File: src/rtl/uart_line_arbiter.sv
// Request/grant arbiter sharing the single UART tx line between the command and data serializers.
// Round-robin on ties, idle-mark guard between owners, forced reclaim of over-long grants.
module uart_line_arbiter #(
  parameter int GUARD_CYCLES   = 16,
  parameter int TIMEOUT_CYCLES = 65535,
  parameter int CNT_W          = 16
) (
  input  logic clk,
  input  logic rst,
  input  logic req_cmd,
  input  logic done_cmd,
  input  logic tx_cmd,
  input  logic req_dat,
  input  logic done_dat,
  input  logic tx_dat,
  output logic gnt_cmd,
  output logic gnt_dat,
  output logic tx,
  output logic busy,
  output logic timeout_err
);

  typedef enum logic [1:0] {
    IDLE      = 2'd0,
    GRANT_CMD = 2'd1,
    GRANT_DAT = 2'd2,
    GUARD     = 2'd3
  } state_t;

  localparam logic OWNER_CMD = 1'b0;
  localparam logic OWNER_DAT = 1'b1;

  // Last count of a grant / guard interval; GUARD_LAST is unused when the guard is disabled.
  localparam logic [CNT_W-1:0] TIMEOUT_LAST = CNT_W'(TIMEOUT_CYCLES - 1);
  localparam logic [CNT_W-1:0] GUARD_LAST   = CNT_W'(GUARD_CYCLES - 1);

  state_t           state;
  logic [CNT_W-1:0] cnt;
  logic             last_owner;

  logic own_done;
  logic own_req;
  logic own_expired;
  logic release_now;
  logic pick_dat;

  // Only the current owner's handshake matters; the other source is masked out here.
  always_comb begin
    // NOTE: every always_comb output gets a default first so no latch is inferred.
    own_done = 1'b0;
    own_req  = 1'b0;
    case (state)
      GRANT_CMD: begin
        own_done = done_cmd;
        own_req  = req_cmd;
      end
      GRANT_DAT: begin
        own_done = done_dat;
        own_req  = req_dat;
      end
      default: begin
        own_done = 1'b0;
        own_req  = 1'b0;
      end
    endcase
  end

  assign own_expired = (cnt == TIMEOUT_LAST);
  assign release_now = own_done || !own_req || own_expired;

  // Tie goes to whichever source did not own the line last.
  assign pick_dat = req_dat && (!req_cmd || (last_owner == OWNER_CMD));

  // NOTE: sequential state uses non-blocking assignments only; all outputs are registers.
  always_ff @(posedge clk or posedge rst) begin
    if (rst) begin
      state       <= IDLE;
      cnt         <= '0;
      last_owner  <= OWNER_DAT;
      gnt_cmd     <= 1'b0;
      gnt_dat     <= 1'b0;
      tx          <= 1'b1;
      busy        <= 1'b0;
      timeout_err <= 1'b0;
    end else begin
      timeout_err <= 1'b0;
      case (state)
        IDLE: begin
          tx  <= 1'b1;
          cnt <= '0;
          if (req_cmd || req_dat) begin
            state   <= pick_dat ? GRANT_DAT : GRANT_CMD;
            gnt_cmd <= !pick_dat;
            gnt_dat <= pick_dat;
            busy    <= 1'b1;
          end
        end

        GRANT_CMD, GRANT_DAT: begin
          tx <= (state == GRANT_CMD) ? tx_cmd : tx_dat;
          if (release_now) begin
            last_owner  <= (state == GRANT_DAT) ? OWNER_DAT : OWNER_CMD;
            gnt_cmd     <= 1'b0;
            gnt_dat     <= 1'b0;
            cnt         <= '0;
            // A coincident done or request drop counts as a normal completion.
            timeout_err <= own_expired && !own_done && own_req;
            if (GUARD_CYCLES == 0) begin
              state <= IDLE;
              busy  <= 1'b0;
            end else begin
              state <= GUARD;
            end
          end else begin
            cnt <= cnt + CNT_W'(1);
          end
        end

        GUARD: begin
          tx <= 1'b1;
          if (cnt == GUARD_LAST) begin
            state <= IDLE;
            busy  <= 1'b0;
            cnt   <= '0;
          end else begin
            cnt <= cnt + CNT_W'(1);
          end
        end
      endcase
    end
  end

endmodule

File: config.mk
export PLATFORM = sky130hd
export DESIGN_NAME = uart_line_arbiter
export DESIGN_NICKNAME = d
export VERILOG_FILES = /design/src/rtl/uart_line_arbiter.sv
export SDC_FILE = /design/constraint.sdc
export NUM_CORES = 1
export LEC_CHECK = 0
export BUFFER_PORTS_ARGS = -buffer_cell sky130_fd_sc_hd__buf_4
export CORE_MARGIN = 4
export CORE_UTILIZATION = 45
export DETAILED_ROUTE_END_ITERATION = 8
export GPL_TIMING_DRIVEN = 0
export SKIP_CTS_REPAIR_TIMING = 1
export SYNTH_ARGS = -nofsm -noshare
export SYNTH_HDL_FRONTEND = slang
export SYNTH_SLANG_ARGS = --single-unit
export TNS_END_PERCENT = 20
File: constraint.sdc
create_clock -name clk -period 2.6 [get_ports clk]
set_clock_uncertainty 0.2 [all_clocks]
set_input_delay 0 -clock clk [delete_from_list [all_inputs] [get_ports clk]]
set_output_delay 0 -clock clk [all_outputs]
set_load 0.03 [all_outputs]
==> results.ini, run 1 <==
[critical_path]
critical-path-slowest-cell = dlygate4sd3_1
path_max_fanout = 4
critPathKind = reg2reg
r2r_start = state[0]
end_kind = register
critPathMostFrequentCell = dlygate4sd3_1
ff2ff_setup_slack_ps = 140
cp.required_ps = 2610
start_kind = register
max_stage_delay_ps = 550
ff2ff_path_depth = 7
critPathArrivalTime_ps = 2460
r2r-end = gnt_cmd
path_cells = inv_1 -> ha_1 -> nand3_1 -> dlygate4sd3_1 -> o21ai_0 -> o2bb2ai_1 -> dlygate4sd3_1

[yosys]
yosysTopAreaCell = dfrtp_1
syn_inst = 135
async_flop_share_pct = 100
synthXorXnorAreaFrac_pct = 7.78
yosys_warnings = 0
ys_ff_latch = 24
synthDistinctLibCells = 39
synth_ff_type = dfrtp_1
synthAdderAreaFrac_pct = 6.49
seq_area_frac_synth_pct = 44.7
yosys.area_share.simple_pct = 23.7
muxShareOfSynthArea_pct = 3.99
avgSynthCellArea_um2 = 10.0
synth_area_mm2 = 0.00135
synth_top_family_by_area = simple AND/OR/NAND/NOR gates
synth_compound_area_share_pct = 9.64
synth_edf_count = 0
synth_area_leaders = dfrtp_1 41%, ha_1 6.5%, xor2_1 5.2%
yosysTopAreaCellShare_pct = 40.8
synth_nets = 150

[final_layout]
final_layout_size_suffix_gt1_share_pct = 14.5
design_area_mm2 = 0.00159
diodes = 0
syn_to_final_growth_pct = 17.9
post-route-util_pct = 56.7
final_nets = 176

[placed_design]
portBuffers = 12
postPlaceCellArea_mm2 = 0.00148
place_ws_ps = 291
dp_hpwl_mm = 2.04
gp_congestion = 0.809

[hold_path]
holdCritPathClass = in2async

[clock_tree]
clk_latency_ps = 320
clockRootBuffer = clkbuf_4
cts.sinks = 24
clockBufferDepth = 2
cts_tree = built
cts_max_level = 1
cts_buffers = 3
clkTransAtPathRegs_ps = 140

[pwr]
switching_share_pct = 40.8
p_comb_share_pct = 49.1
power_w = 0.00126
power.switching_w = 0.000515
p_per_area_mw_per_mm2 = 794
leakage_nw = 0.670
internal-power_w = 0.000749
seq_power_share_pct = 37.7
peakVddDrop_mv = 0.663
clkPwrFrac_pct = 13.2

[route]
viasPerCell = 5.89
route.detailed.wl_per_inst_um = 15.2
drt-pass1-iter-count = 4
vias = 1119
first_iter_violations = 47
route.detailed.drc = 0
routed_wirelength_mm = 2.90
antenna_left = 0

[sta]
fin_crit_sh_pct = 94.4
period_minus_slack_ps = 2460
slew_headroom_pct = 39.7
final.setup.worst_slack_ps = 144
max_freq_mhz = 407
worst_slew_pin_slew_ps = 904
slew_violations = 0
finalSetupTns_ps = 0
hold_viol = 0
setup_viol = 0

[floorplan]
row_count = 19
die_w_um = 62.8
die_area_mm2 = 0.00394
dieHeight_um = 62.8
initial_core_util_pct = 48.1
io_pins = 13
coreArea_mm2 = 0.00281

[global_routing]
grt_pass1_vias = 1029
overflow = 0
grt_max_degree = 25
antenna_found_initial = 0
track_usage_pct = 15.1
grt_pass1_wl_mm = 4.84

[flow_run]
max_cap_violations = 0

[outcome]
status = finished clean

## power by group through the flow
stage	sequential, W	combinational, W	clock, W
finish	0.000477	0.000620	0.000167
global route	0.000488	0.000703	0.000184
CTS	0.000476	0.000590	0.000167
detailed placement	0.000484	0.000588	0
global placement	0.000480	0.000578	0
floorplan	0.000510	0.000403	0
## kinds of logic (layout without fill, tap and decap cells)
group / Yosys count / in the layout
adder cells (fa/ha/maj): 7 / 7
XOR/XNOR: 12 / 12
AO/OA/AOI/OAI: 19 / 19
buffers and inverters: 13 / 37
flip-flops: 24 / 24
multiplexers: 5 / 5
AND/OR/NAND/NOR: 55 / 55
## layout by cell type, fill, tap and decap left out, drive strengths merged, types with 3 or more instances in the layout
| cell type | n |
|---|---|
| nor3 | 13 |
| clkbuf | 6 |
| buf | 14 |
| or3 | 3 |
| inv | 8 |
| nand3 | 6 |
| mux2 | 3 |
| dlygate4sd3 | 9 |
| xnor2 | 4 |
| ha | 7 |
| dfrtp | 22 |
| xor2 | 8 |
| nand4 | 10 |
| nand2 | 6 |
| o21ai | 6 |
| nor4 | 4 |
## Yosys cell counts (2+ instances only)
cell type  number
dfrtp_1        22
nor3_1         13
nand4_1        10
inv_1           8
xor2_1          8
ha_1            7
nand2_1         6
o21ai_0         6
nand3_1         5
nor4_1          4
xnor2_1         4
clkbuf_1        3
mux2_1          3
or3_1           3
a211oi_1        2
and2_1          2
and3_1          2
and4_1          2
dfstp_2         2
mux2i_1         2
nor3b_1         2
or2_2           2
## area by class of cell
cell class	count	area [µm²]
flip-flops and latches	24	603
fillers	252	1210
repair buffers	21	180
clock buffers	3	22.5
multi-input cells	98	697
well taps	31	38.8
plain buffers	5	20.0
inverters	8	30.0
## metrics by stage
stage,instances,hold slack (ps)
4_1_cts,181,-292
3_5_place_dp,178,35.4
2_1_floorplan,135,-187
5_1_grt,190,263
6_report,190,216
3_3_place_gp,178,29.5
## per-layer routing
| layer | share of wire, % | vias up | wire, µm | global-route usage (%) |
|---|---|---|---|---|
| li1 | - | 539 | - | - |
| met1 | 49 | 542 | 1430 | 21.7 |
| met2 | 44 | 36 | 1290 | 22.4 |
| met3 | 5.7 | 2 | 165 | 4.86 |
| met4 | 0.66 | 0 | 19 | 2.75 |
| met5 | 0 | - | 0 | 0 |
## critical path: cells and delay by family, from the launching register on
kind	cells	cell delay (ps)
adder cells (fa/ha/maj)	1	260
flip-flops	1	420
buffers and inverters	3	1180
AO/OA/AOI/OAI	2	200
AND/OR/NAND/NOR	1	80
## how the worst max path moves through the flow
stage                     to  cells past startpoint      from
detailed placement    cnt[5]                      7    cnt[0]
global placement      cnt[9]                      7    cnt[0]
CTS                   cnt[5]                      7    cnt[0]
finish               gnt_cmd                      7  state[0]
global route         gnt_cmd                      7  state[0]
floorplan           state[0]                      6    cnt[0]
## registers in the layout, summed over array words and instances, names as in the netlist
name         count
busy             1
cnt             16
gnt_cmd          1
gnt_dat          1
last_owner       1
state            2
timeout_err      1
tx               1
No activity file was read; power rests on OpenSTA's default activity.
==> run 2: changes to the inputs <==
--- a/config.mk
+++ b/config.mk
@@ -6,10 +6,12 @@
 export NUM_CORES = 1
 export LEC_CHECK = 0
 export BUFFER_PORTS_ARGS = -buffer_cell sky130_fd_sc_hd__buf_4
+export CORE_ASPECT_RATIO = 0.9
 export CORE_MARGIN = 4
 export CORE_UTILIZATION = 45
 export DETAILED_ROUTE_END_ITERATION = 8
 export GPL_TIMING_DRIVEN = 0
+export PLACE_DENSITY_LB_ADDON = 0.15
 export SKIP_CTS_REPAIR_TIMING = 1
 export SYNTH_ARGS = -nofsm -noshare
 export SYNTH_HDL_FRONTEND = slang
==> results.ini, run 2 (same netlist as run 1, synthesis figures left out) <==
[outcome]
status = finished clean

[floorplan]
coreArea_mm2 = 0.00282
io_pins = 13
die_area_mm2 = 0.00394
row_count = 18
dieHeight_um = 60.0
initial_core_util_pct = 48.0
die_w_um = 65.7

[clock_tree]
clockBufferDepth = 2
cts_max_level = 1
clkTransAtPathRegs_ps = 130
clockRootBuffer = clkbuf_4
cts_tree = built
cts.sinks = 24
clk_latency_ps = 310
cts_buffers = 3

[flow_run]
max_cap_violations = 0

[pwr]
peakVddDrop_mv = 0.429
switching_share_pct = 40.2
p_comb_share_pct = 47.8
power_w = 0.00129
internal-power_w = 0.000772
leakage_nw = 0.671
clkPwrFrac_pct = 15.3
power.switching_w = 0.000519
p_per_area_mw_per_mm2 = 804
seq_power_share_pct = 36.9

[sta]
finalSetupTns_ps = 0
hold_viol = 0
max_freq_mhz = 431
rsz0062_at_grt = false
period_minus_slack_ps = 2320
fin_crit_sh_pct = 89.2
slew_violations = 0
whs_ps = 214
worst_slew_pin_slew_ps = 896
setup_viol = 0
slew_headroom_pct = 40.2

[route]
vias = 1094
antenna_left = 0
first_iter_violations = 104
route.detailed.drc = 0
drt-pass1-iter-count = 4
routed_wirelength_mm = 2.86
route.detailed.wl_per_inst_um = 14.4
viasPerCell = 5.50

[placed_design]
portBuffers = 12
place_inst = 187
dp_hpwl_mm = 2.06
gp_congestion = 0.853

[final_layout]
register_area_um2 = 603
final_nets = 175
fin_cells = 199
syn_to_final_growth_pct = 19.0
multi_input_area_um2 = 697
largest_register_ffs = 16
top_regs = cnt (16), state (2)
most-common-layout-cells = 22 x dfrtp_1, 13 x nor3_1, 12 x buf_4
fill_cells = 237
final_layout_size_suffix_gt1_share_pct = 15.1
diodes = 0
final_common_cell = dfrtp_1
top_register = cnt

[hold_path]
holdCritPathClass = in2reg

[critical_path]
critPathKind = reg2reg
max_stage_delay_ps = 430
critical-path-slowest-cell = dfrtp_1
end_kind = register
cp.required_ps = 2590
start_kind = register
path_max_fanout = 10
critPathArrivalTime_ps = 2310
path_cells = ha_1 -> clkbuf_1 -> and3_1 -> a41oi_1 -> a21oi_2 -> buf_2 -> nor3_1

[global_routing]
grt_max_degree = 25
track_usage_pct = 16.1
overflow = 0
grt_pass1_wl_mm = 4.84
grt_pass1_vias = 1042
antenna_found_initial = 0

==> run 2: metal layers <==
layer | routed length [µm] | global-route usage, % | vias up
met5 | 0 | 0 | -
met4 | 22 | 2.66 | 0
met3 | 163 | 4.32 | 2
met2 | 1290 | 23.7 | 29
met1 | 1380 | 23.8 | 522
li1 | - | - | 541
==> run 2: path summary, 6_finish.rpt <==
check	start	endpoint	slack, ps	cells after the start
worst max-delay path	cnt[0]	cnt[2]	280	7
worst min-delay path	done_dat	gnt_dat	210	5
worst max register to register	cnt[0]	cnt[2]	280	7
worst min register to register	cnt[0]	cnt[0]	330	1
max in group asynchronous	rst	cnt[12]	1430	3
min in group asynchronous	rst	busy	220	3
==> run 2: area by class of cell <==
| type | instances | share of cell area [%] |
|---|---|---|
| Clock buffer | 4 | 2.26 |
| Inverter | 8 | 1.87 |
| Multi-Input combinational cell | 98 | 43.4 |
| Sequential cell | 24 | 37.5 |
| Tap cell | 40 | 3.12 |
| Buffer | 5 | 1.25 |
| Timing Repair Buffer | 20 | 10.6 |
==> run 2: metrics by stage <==
step	utilization, %	cell area (µm²)	setup slack, ps
5_1_grt	57.1	1610	104
3_3_place_gp	52.9	1490	312
6_report	57.1	1610	280
4_1_cts	54.2	1530	262
2_1_floorplan	-	1350	557
3_5_place_dp	52.9	1490	300
==> run 2: power groups by stage <==
stage / clock network, W / logic (W) / registers, W
2_1_floorplan: 0 / 0.000403 / 0.000510
3_3_place_gp: 0 / 0.000576 / 0.000480
3_5_place_dp: 0 / 0.000592 / 0.000485
4_1_cts: 0.000203 / 0.000594 / 0.000478
5_1_grt: 0.000221 / 0.000687 / 0.000486
6_report: 0.000198 / 0.000617 / 0.000477
==> run 2: critical path, delay by kind of cell (launching register included) <==
kind / cells / cell delay [ps]
adder cells (fa/ha/maj): 1 / 160
buffers and inverters: 2 / 570
AND/OR/NAND/NOR: 2 / 350
AO/OA/AOI/OAI: 2 / 490
flip-flops: 1 / 430
